`src/rtl/ps2_led_sequencer.sv`:
```
// ============================================================================
// ps2_led_sequencer: issues PS/2 Set-LEDs (0xED + LED byte) on lock changes,
// swallows the keyboard's ACK/RESEND replies and forwards all other bytes.
// Rev 1.0
// ============================================================================
`default_nettype none

module ps2_led_sequencer #(
  parameter int TIMEOUT_CYCLES = 2000000,
  parameter int MAX_RETRY      = 3
) (
  input  logic       i_clk,
  input  logic       i_rst,
  input  logic [7:0] i_rx_byte,
  input  logic       i_rx_valid,
  input  logic       i_caps,
  input  logic       i_num,
  input  logic       i_scroll,
  input  logic       i_tx_ready,
  input  logic       i_tx_done,
  output logic [7:0] o_tx_byte,
  output logic       o_tx_start,
  output logic [7:0] o_key_byte,
  output logic       o_key_valid,
  output logic       o_busy,
  output logic       o_error
);

  localparam int c_tout_w  = $clog2(TIMEOUT_CYCLES + 1);
  localparam int c_retry_w = (MAX_RETRY < 1) ? 1 : $clog2(MAX_RETRY + 1);

  localparam logic [c_tout_w-1:0]  c_tout_last = c_tout_w'(TIMEOUT_CYCLES - 1);
  localparam logic [c_retry_w-1:0] c_max_retry = c_retry_w'(MAX_RETRY);
  localparam logic [7:0]           c_set_leds  = 8'hED;
  localparam logic [7:0]           c_ack       = 8'hFA;
  localparam logic [7:0]           c_resend    = 8'hFE;

  typedef enum logic [2:0] {
    ST_IDLE     = 3'd0,
    ST_SEND_CMD = 3'd1,
    ST_TX_CMD   = 3'd2,
    ST_ACK_CMD  = 3'd3,
    ST_SEND_LED = 3'd4,
    ST_TX_LED   = 3'd5,
    ST_ACK_LED  = 3'd6
  } state_t;

  state_t                r_state;
  logic [2:0]            r_sent;
  logic [2:0]            r_led;
  logic [c_retry_w-1:0]  r_retry;
  logic [c_tout_w-1:0]   r_tout;
  logic [7:0]            r_tx_byte;
  logic                  r_tx_start;
  logic [7:0]            r_key_byte;
  logic                  r_key_valid;
  logic                  r_error;

  logic [2:0] w_locks;
  logic       w_in_ack;
  logic       w_led_stage;
  logic       w_ack;
  logic       w_nak;
  logic       w_tmo;
  logic       w_progress;
  logic       w_fail;

  assign w_locks     = {i_caps, i_num, i_scroll};
  assign w_in_ack    = (r_state == ST_ACK_CMD) || (r_state == ST_ACK_LED);
  assign w_led_stage = (r_state == ST_SEND_LED) || (r_state == ST_TX_LED) ||
                       (r_state == ST_ACK_LED);
  assign w_ack       = w_in_ack && i_rx_valid && (i_rx_byte == c_ack);
  assign w_nak       = w_in_ack && i_rx_valid && (i_rx_byte == c_resend);
  assign w_tmo       = (r_state != ST_IDLE) && (r_tout == c_tout_last);

  // A reply or handshake arriving on the expiry cycle wins over the timeout.
  assign w_progress  = (((r_state == ST_SEND_CMD) || (r_state == ST_SEND_LED)) && i_tx_ready) ||
                       (((r_state == ST_TX_CMD)   || (r_state == ST_TX_LED))   && i_tx_done)  ||
                       w_ack;
  assign w_fail      = w_nak || (w_tmo && !w_progress);

  always_ff @(posedge i_clk) begin
    if (i_rst) begin
      r_state     <= ST_IDLE;
      r_sent      <= 3'b000;
      r_led       <= 3'b000;
      r_retry     <= '0;
      r_tout      <= '0;
      r_tx_byte   <= 8'h00;
      r_tx_start  <= 1'b0;
      r_key_byte  <= 8'h00;
      r_key_valid <= 1'b0;
      r_error     <= 1'b0;
    end else begin
      r_tx_start  <= 1'b0;
      r_key_valid <= 1'b0;

      if (i_rx_valid && !(w_ack || w_nak)) begin
        r_key_byte  <= i_rx_byte;
        r_key_valid <= 1'b1;
      end

      if (r_state != ST_IDLE) begin
        r_tout <= r_tout + 1'b1;
      end

      if (w_fail) begin
        r_tout <= '0;
        if (r_retry < c_max_retry) begin
          r_retry <= r_retry + 1'b1;
          r_state <= w_led_stage ? ST_SEND_LED : ST_SEND_CMD;
        end else begin
          // Latch the LED value as sent so a dead keyboard cannot retrigger forever.
          r_error <= 1'b1;
          r_sent  <= r_led;
          r_state <= ST_IDLE;
        end
      end else begin
        case (r_state)
          ST_IDLE: begin
            if (w_locks != r_sent) begin
              r_led   <= w_locks;
              r_retry <= '0;
              r_tout  <= '0;
              r_state <= ST_SEND_CMD;
            end
          end
          ST_SEND_CMD: begin
            if (i_tx_ready) begin
              r_tx_byte  <= c_set_leds;
              r_tx_start <= 1'b1;
              r_tout     <= '0;
              r_state    <= ST_TX_CMD;
            end
          end
          ST_TX_CMD: begin
            if (i_tx_done) begin
              r_tout  <= '0;
              r_state <= ST_ACK_CMD;
            end
          end
          ST_ACK_CMD: begin
            if (w_ack) begin
              r_tout  <= '0;
              r_state <= ST_SEND_LED;
            end
          end
          ST_SEND_LED: begin
            if (i_tx_ready) begin
              r_tx_byte  <= {5'b00000, r_led};
              r_tx_start <= 1'b1;
              r_tout     <= '0;
              r_state    <= ST_TX_LED;
            end
          end
          ST_TX_LED: begin
            if (i_tx_done) begin
              r_tout  <= '0;
              r_state <= ST_ACK_LED;
            end
          end
          ST_ACK_LED: begin
            if (w_ack) begin
              r_sent  <= r_led;
              r_error <= 1'b0;
              r_tout  <= '0;
              r_state <= ST_IDLE;
            end
          end
          default: begin
            r_tout  <= '0;
            r_state <= ST_IDLE;
          end
        endcase
      end
    end
  end

  assign o_tx_byte   = r_tx_byte;
  assign o_tx_start  = r_tx_start;
  assign o_key_byte  = r_key_byte;
  assign o_key_valid = r_key_valid;
  assign o_busy      = (r_state != ST_IDLE);
  assign o_error     = r_error;

endmodule

`default_nettype wire

```
`config.mk`:
```
export PLATFORM = sky130hd
export DESIGN_NAME = ps2_led_sequencer
export DESIGN_NICKNAME = d
export VERILOG_FILES = /design/src/rtl/ps2_led_sequencer.sv
export SDC_FILE = /design/constraint.sdc
export NUM_CORES = 1
export LEC_CHECK = 0
export ABC_AREA = 1
export ABC_CLOCK_PERIOD_IN_PS = 3500
export CAP_MARGIN = 20
export CORE_MARGIN = 3
export CORE_UTILIZATION = 55
export CTS_BUF_LIST = sky130_fd_sc_hd__clkbuf_16
export DETAILED_ROUTE_END_ITERATION = 12
export PLACE_DENSITY = 0.91
export SLEW_MARGIN = 10
export SYNTH_ARGS = -nofsm -noshare
export SYNTH_HDL_FRONTEND = slang
export SYNTH_SLANG_ARGS = --single-unit
```
`constraint.sdc`:
```
create_clock -name i_clk -period 3.5 [get_ports i_clk]
set_clock_uncertainty 0.05 [all_clocks]
set_input_delay 0.7 -clock i_clk [delete_from_list [all_inputs] [get_ports i_clk]]
set_output_delay 0.7 -clock i_clk [all_outputs]
set_load 0.005 [all_outputs]
```
==> impl_metrics.prom <==
# TYPE chip_impl_metric gauge
chip_impl_info{name="outcome",value="finished clean"} 1
chip_impl_metric{name="detailroute.via_count",unit=""} 2670
chip_impl_info{name="crit_path_cell_trace",value="inv_2 -> nand2_4 -> clkdlybuf4s50_1"} 1
chip_impl_metric{name="initial_core_util",unit=""} 0.589
chip_impl_metric{name="critical_path_cell_count",unit=""} 3
chip_impl_metric{name="max_rail_drop_vdd",unit="uV"} 284
chip_impl_metric{name="synthesis.instances",unit=""} 401
chip_impl_metric{name="netlist_area",unit="sq mm"} 0.00263
chip_impl_metric{name="async_flop_share",unit=""} 0
chip_impl_metric{name="cp_data_required_time",unit="ns"} 2.75
chip_impl_metric{name="largest_net_degree_at_the_start_of_global_routing",unit=""} 23
chip_impl_metric{name="power-per-cell-area",unit="mW/mm^2"} 598
chip_impl_info{name="timing.critical_path.to_type",value="output pin"} 1
chip_impl_metric{name="clkSlewWorstSetupHoldPaths",unit="ns"} 0.06
chip_impl_metric{name="fin_hold_ws",unit="ns"} 0.417
chip_impl_info{name="worstSetupStartpointType",value="register"} 1
chip_impl_metric{name="final-instance-count-excl-fill",unit=""} 485
chip_impl_metric{name="die-height",unit="um"} 75.2
chip_impl_metric{name="cts-hold-fix-buffers",unit=""} 0
chip_impl_metric{name="postSynthRegisterBits",unit=""} 47
chip_impl_metric{name="post-dp-hpwl",unit="um"} 4500
chip_impl_info{name="maxUsedRoutingLayer",value="met4"} 1
chip_impl_metric{name="clk-insertion-delay-late",unit="ns"} 0.29
chip_impl_metric{name="design_power",unit="uW"} 1890
chip_impl_metric{name="drt_pre_antenna_iters",unit=""} 7
chip_impl_metric{name="synth_largest_type_area_fraction",unit=""} 0.357
chip_impl_metric{name="wl_met2",unit="um"} 3030
chip_impl_metric{name="io_count",unit=""} 36
chip_impl_info{name="netlist_top_cells_count",value="sky130_fd_sc_hd__nor2_1, sky130_fd_sc_hd__nand2_1, sky130_fd_sc_hd__dfxtp_1, sky130_fd_sc_hd__inv_1, sky130_fd_sc_hd__nand3_1"} 1
chip_impl_info{name="critPathTopFamily",value="buffers and inverters"} 1
chip_impl_metric{name="met3RoutedLength",unit="um"} 449
chip_impl_info{name="synthTopCellsByArea",value="sky130_fd_sc_hd__dfxtp_1, sky130_fd_sc_hd__nor2_1, sky130_fd_sc_hd__nand2_1"} 1
chip_impl_metric{name="initial_antenna_violation_count",unit=""} 0
chip_impl_info{name="criticalPathCategory",value="register to output pin"} 1
chip_impl_metric{name="cts_made_buffers",unit=""} 5
chip_impl_metric{name="worst_path_largest_cell_delay",unit="ns"} 0.53
chip_impl_metric{name="globalRoute.totalOverflow",unit=""} 0
chip_impl_metric{name="final_layout_size_suffix_gt1_frac",unit=""} 0.0785
chip_impl_info{name="cts_root_buf",value="sky130_fd_sc_hd__clkbuf_16"} 1
chip_impl_metric{name="gpl.final_weighted_congestion",unit=""} 0.936
chip_impl_info{name="synth.largest_area_cell",value="sky130_fd_sc_hd__dfxtp_1"} 1
chip_impl_metric{name="timing_max_transition_violations_final",unit=""} 0
chip_impl_metric{name="fin_tns_setup",unit="ns"} 0
chip_impl_metric{name="hold_viol_final",unit=""} 0
chip_impl_metric{name="final_clock_period_utilization_by_the_worst_path",unit=""} 0.669
chip_impl_metric{name="grt_first_pass_wirelength",unit="um"} 10400
chip_impl_metric{name="worst_slew_pin_slew",unit="ns"} 0.597
chip_impl_metric{name="die-width",unit="um"} 75.2
chip_impl_metric{name="wire_per_inst",unit="um"} 12.8
chip_impl_metric{name="std_cell_rows",unit=""} 24
chip_impl_metric{name="slew-limit-headroom",unit=""} 0.601
chip_impl_metric{name="critical_path_arrival",unit="ns"} 1.59
chip_impl_metric{name="worst_hold_path.num_cells",unit=""} 2
chip_impl_info{name="cts_tree",value="built"} 1
chip_impl_metric{name="route.layer.met1.wl",unit="um"} 2620
chip_impl_metric{name="route.final.wire_length",unit="um"} 6220
chip_impl_metric{name="rr_worst_depth",unit=""} 9
chip_impl_metric{name="fin_util",unit=""} 0.706
chip_impl_metric{name="crit_buf_inv",unit=""} 2
chip_impl_metric{name="setup-violations-final",unit=""} 0
chip_impl_metric{name="die-area",unit="sq mm"} 0.00566
chip_impl_metric{name="post_cts_resized",unit=""} 0
chip_impl_metric{name="clock-sinks",unit=""} 47
chip_impl_info{name="postSynth.topFlopCell",value="sky130_fd_sc_hd__dfxtp_1"} 1
chip_impl_info{name="critical-path-slowest-cell",value="sky130_fd_sc_hd__clkdlybuf4s50_1"} 1
chip_impl_metric{name="setup_buffers_after_cts",unit=""} 0
chip_impl_metric{name="timing.fmax",unit="MHz"} 427
chip_impl_metric{name="drt.antenna.violating_nets",unit=""} 0
chip_impl_metric{name="global_route_usage_sum",unit=""} 0.238
chip_impl_metric{name="synth_seq_area_share",unit=""} 0.357
chip_impl_metric{name="yosys.cell_types.count",unit=""} 31
chip_impl_metric{name="route.detailed.drc",unit=""} 0
chip_impl_info{name="rsz0062_at_grt",value="false"} 1
chip_impl_metric{name="synth-edff-count",unit=""} 0
chip_impl_metric{name="nFillCells",unit=""} 354
chip_impl_metric{name="cap_violations",unit=""} 0
chip_impl_metric{name="grt_pass1_vias",unit=""} 2377
chip_impl_metric{name="clock_tree.htree_level_count",unit=""} 2
chip_impl_metric{name="n_antenna_cell",unit=""} 0
chip_impl_metric{name="finalNetCount",unit=""} 450
chip_impl_metric{name="synth_fp_nets",unit=""} 419
chip_impl_metric{name="final.min_clock_period",unit="ns"} 2.34
chip_impl_metric{name="routed_via_density",unit=""} 5.51
chip_impl_metric{name="clockBufferDepth",unit=""} 2
chip_impl_metric{name="worstPathMaxFanout",unit=""} 14
chip_impl_metric{name="floorplan.core_area",unit="sq mm"} 0.00447
chip_impl_info{name="post-synth-top-count-cell",value="sky130_fd_sc_hd__nor2_1"} 1
chip_impl_metric{name="post-place-cells",unit=""} 477
chip_impl_info{name="min_path_type",value="register to register"} 1
chip_impl_metric{name="portBuffers",unit=""} 34
chip_impl_metric{name="total_leakage_power",unit="uW"} 0.00123
chip_impl_metric{name="area_delta_synth_final",unit="%"} 20.0
chip_impl_metric{name="drtIter0Drc",unit=""} 245
chip_impl_metric{name="ys.warnings.count",unit=""} 0
chip_impl_metric{name="post_synth.cell_area_avg",unit="sq um"} 6.57
==> worst min-delay path: stages, from the launching register on <==
cell,delay (ns)
sky130_fd_sc_hd__dfxtp_1,0.31
sky130_fd_sc_hd__nand2_1,0.06
sky130_fd_sc_hd__a21oi_1,0.05
==> layout make-up <==
type / count / area [sq um] / area share
clock buffers: 5 / 125 / 0.0396
clock inverters: 3 / 63.8 / 0.0202
inverters: 43 / 161 / 0.0511
multi-input cells: 301 / 1460 / 0.463
flip-flops and latches: 47 / 941 / 0.298
well taps: 52 / 65.1 / 0.0206
repair buffers: 34 / 340 / 0.108
==> per-layer routing <==
metal,vias to the layer above,track usage
met5,-,0
met4,0,0.0816
met2,103,0.388
met3,16,0.0587
li1,1334,-
met1,1217,0.308
==> final timing paths <==
| kind | start | to | slack (ns) |
|---|---|---|---|
| min | o_error | o_error | 0.42 |
| min reg2reg | o_error | o_error | 0.42 |
| max | r_state[2] | o_busy | 1.16 |
| max reg2reg | r_state[2] | r_tout[17] | 1.54 |
==> placed cells by master, fill, tap and decap left out, types with 11 or more instances in the layout <==
cell type                         Yosys  final
sky130_fd_sc_hd__nand2_1             81     81
sky130_fd_sc_hd__nor2_1              86     86
sky130_fd_sc_hd__clkdlybuf4s50_1      0     34
sky130_fd_sc_hd__nor3_1              12     12
sky130_fd_sc_hd__xor2_1              11     11
sky130_fd_sc_hd__o21ai_0             22     22
sky130_fd_sc_hd__dfxtp_1             47     47
sky130_fd_sc_hd__inv_1               38     39
sky130_fd_sc_hd__nand3_1             32     32
sky130_fd_sc_hd__a21oi_1             17     17
==> stage by stage <==
stage	cell area [sq um]	worst slack, ns
global route	3160	0.907
detailed placement	2970	0.889
floorplan	2630	1.70
global placement	2970	1.04
CTS	3160	1.17
finish	3160	1.16
==> state kept, by name, summed over array words and instances, names as in the netlist <==
register and flops:
o_error 1, r_state 3, r_retry 2, r_led 3
o_tx_start 1, r_sent 3, o_key_valid 1, o_tx_byte 4
r_tout 21, o_key_byte 8
==> where the power goes <==
part	total [uW]	switching [uW]	internal (uW)
clock network	605	198	407
logic	615	387	229
registers	669	67.6	601
==> cells by family (layout without fill, tap and decap cells) <==
kind of cell / after synthesis / in the layout / share of synthesized area
compound gates: 42 / 42 / 0.0822
xor+xnor: 16 / 16 / 0.0532
fa+ha+maj: 2 / 2 / 0.00950
buf+inv: 53 / 85 / 0.0874
flops: 47 / 47 / 0.357
other cells: 1 / 1 / 0.00142
simple gates: 240 / 240 / 0.409
No activity file was read; power rests on OpenSTA's default activity.
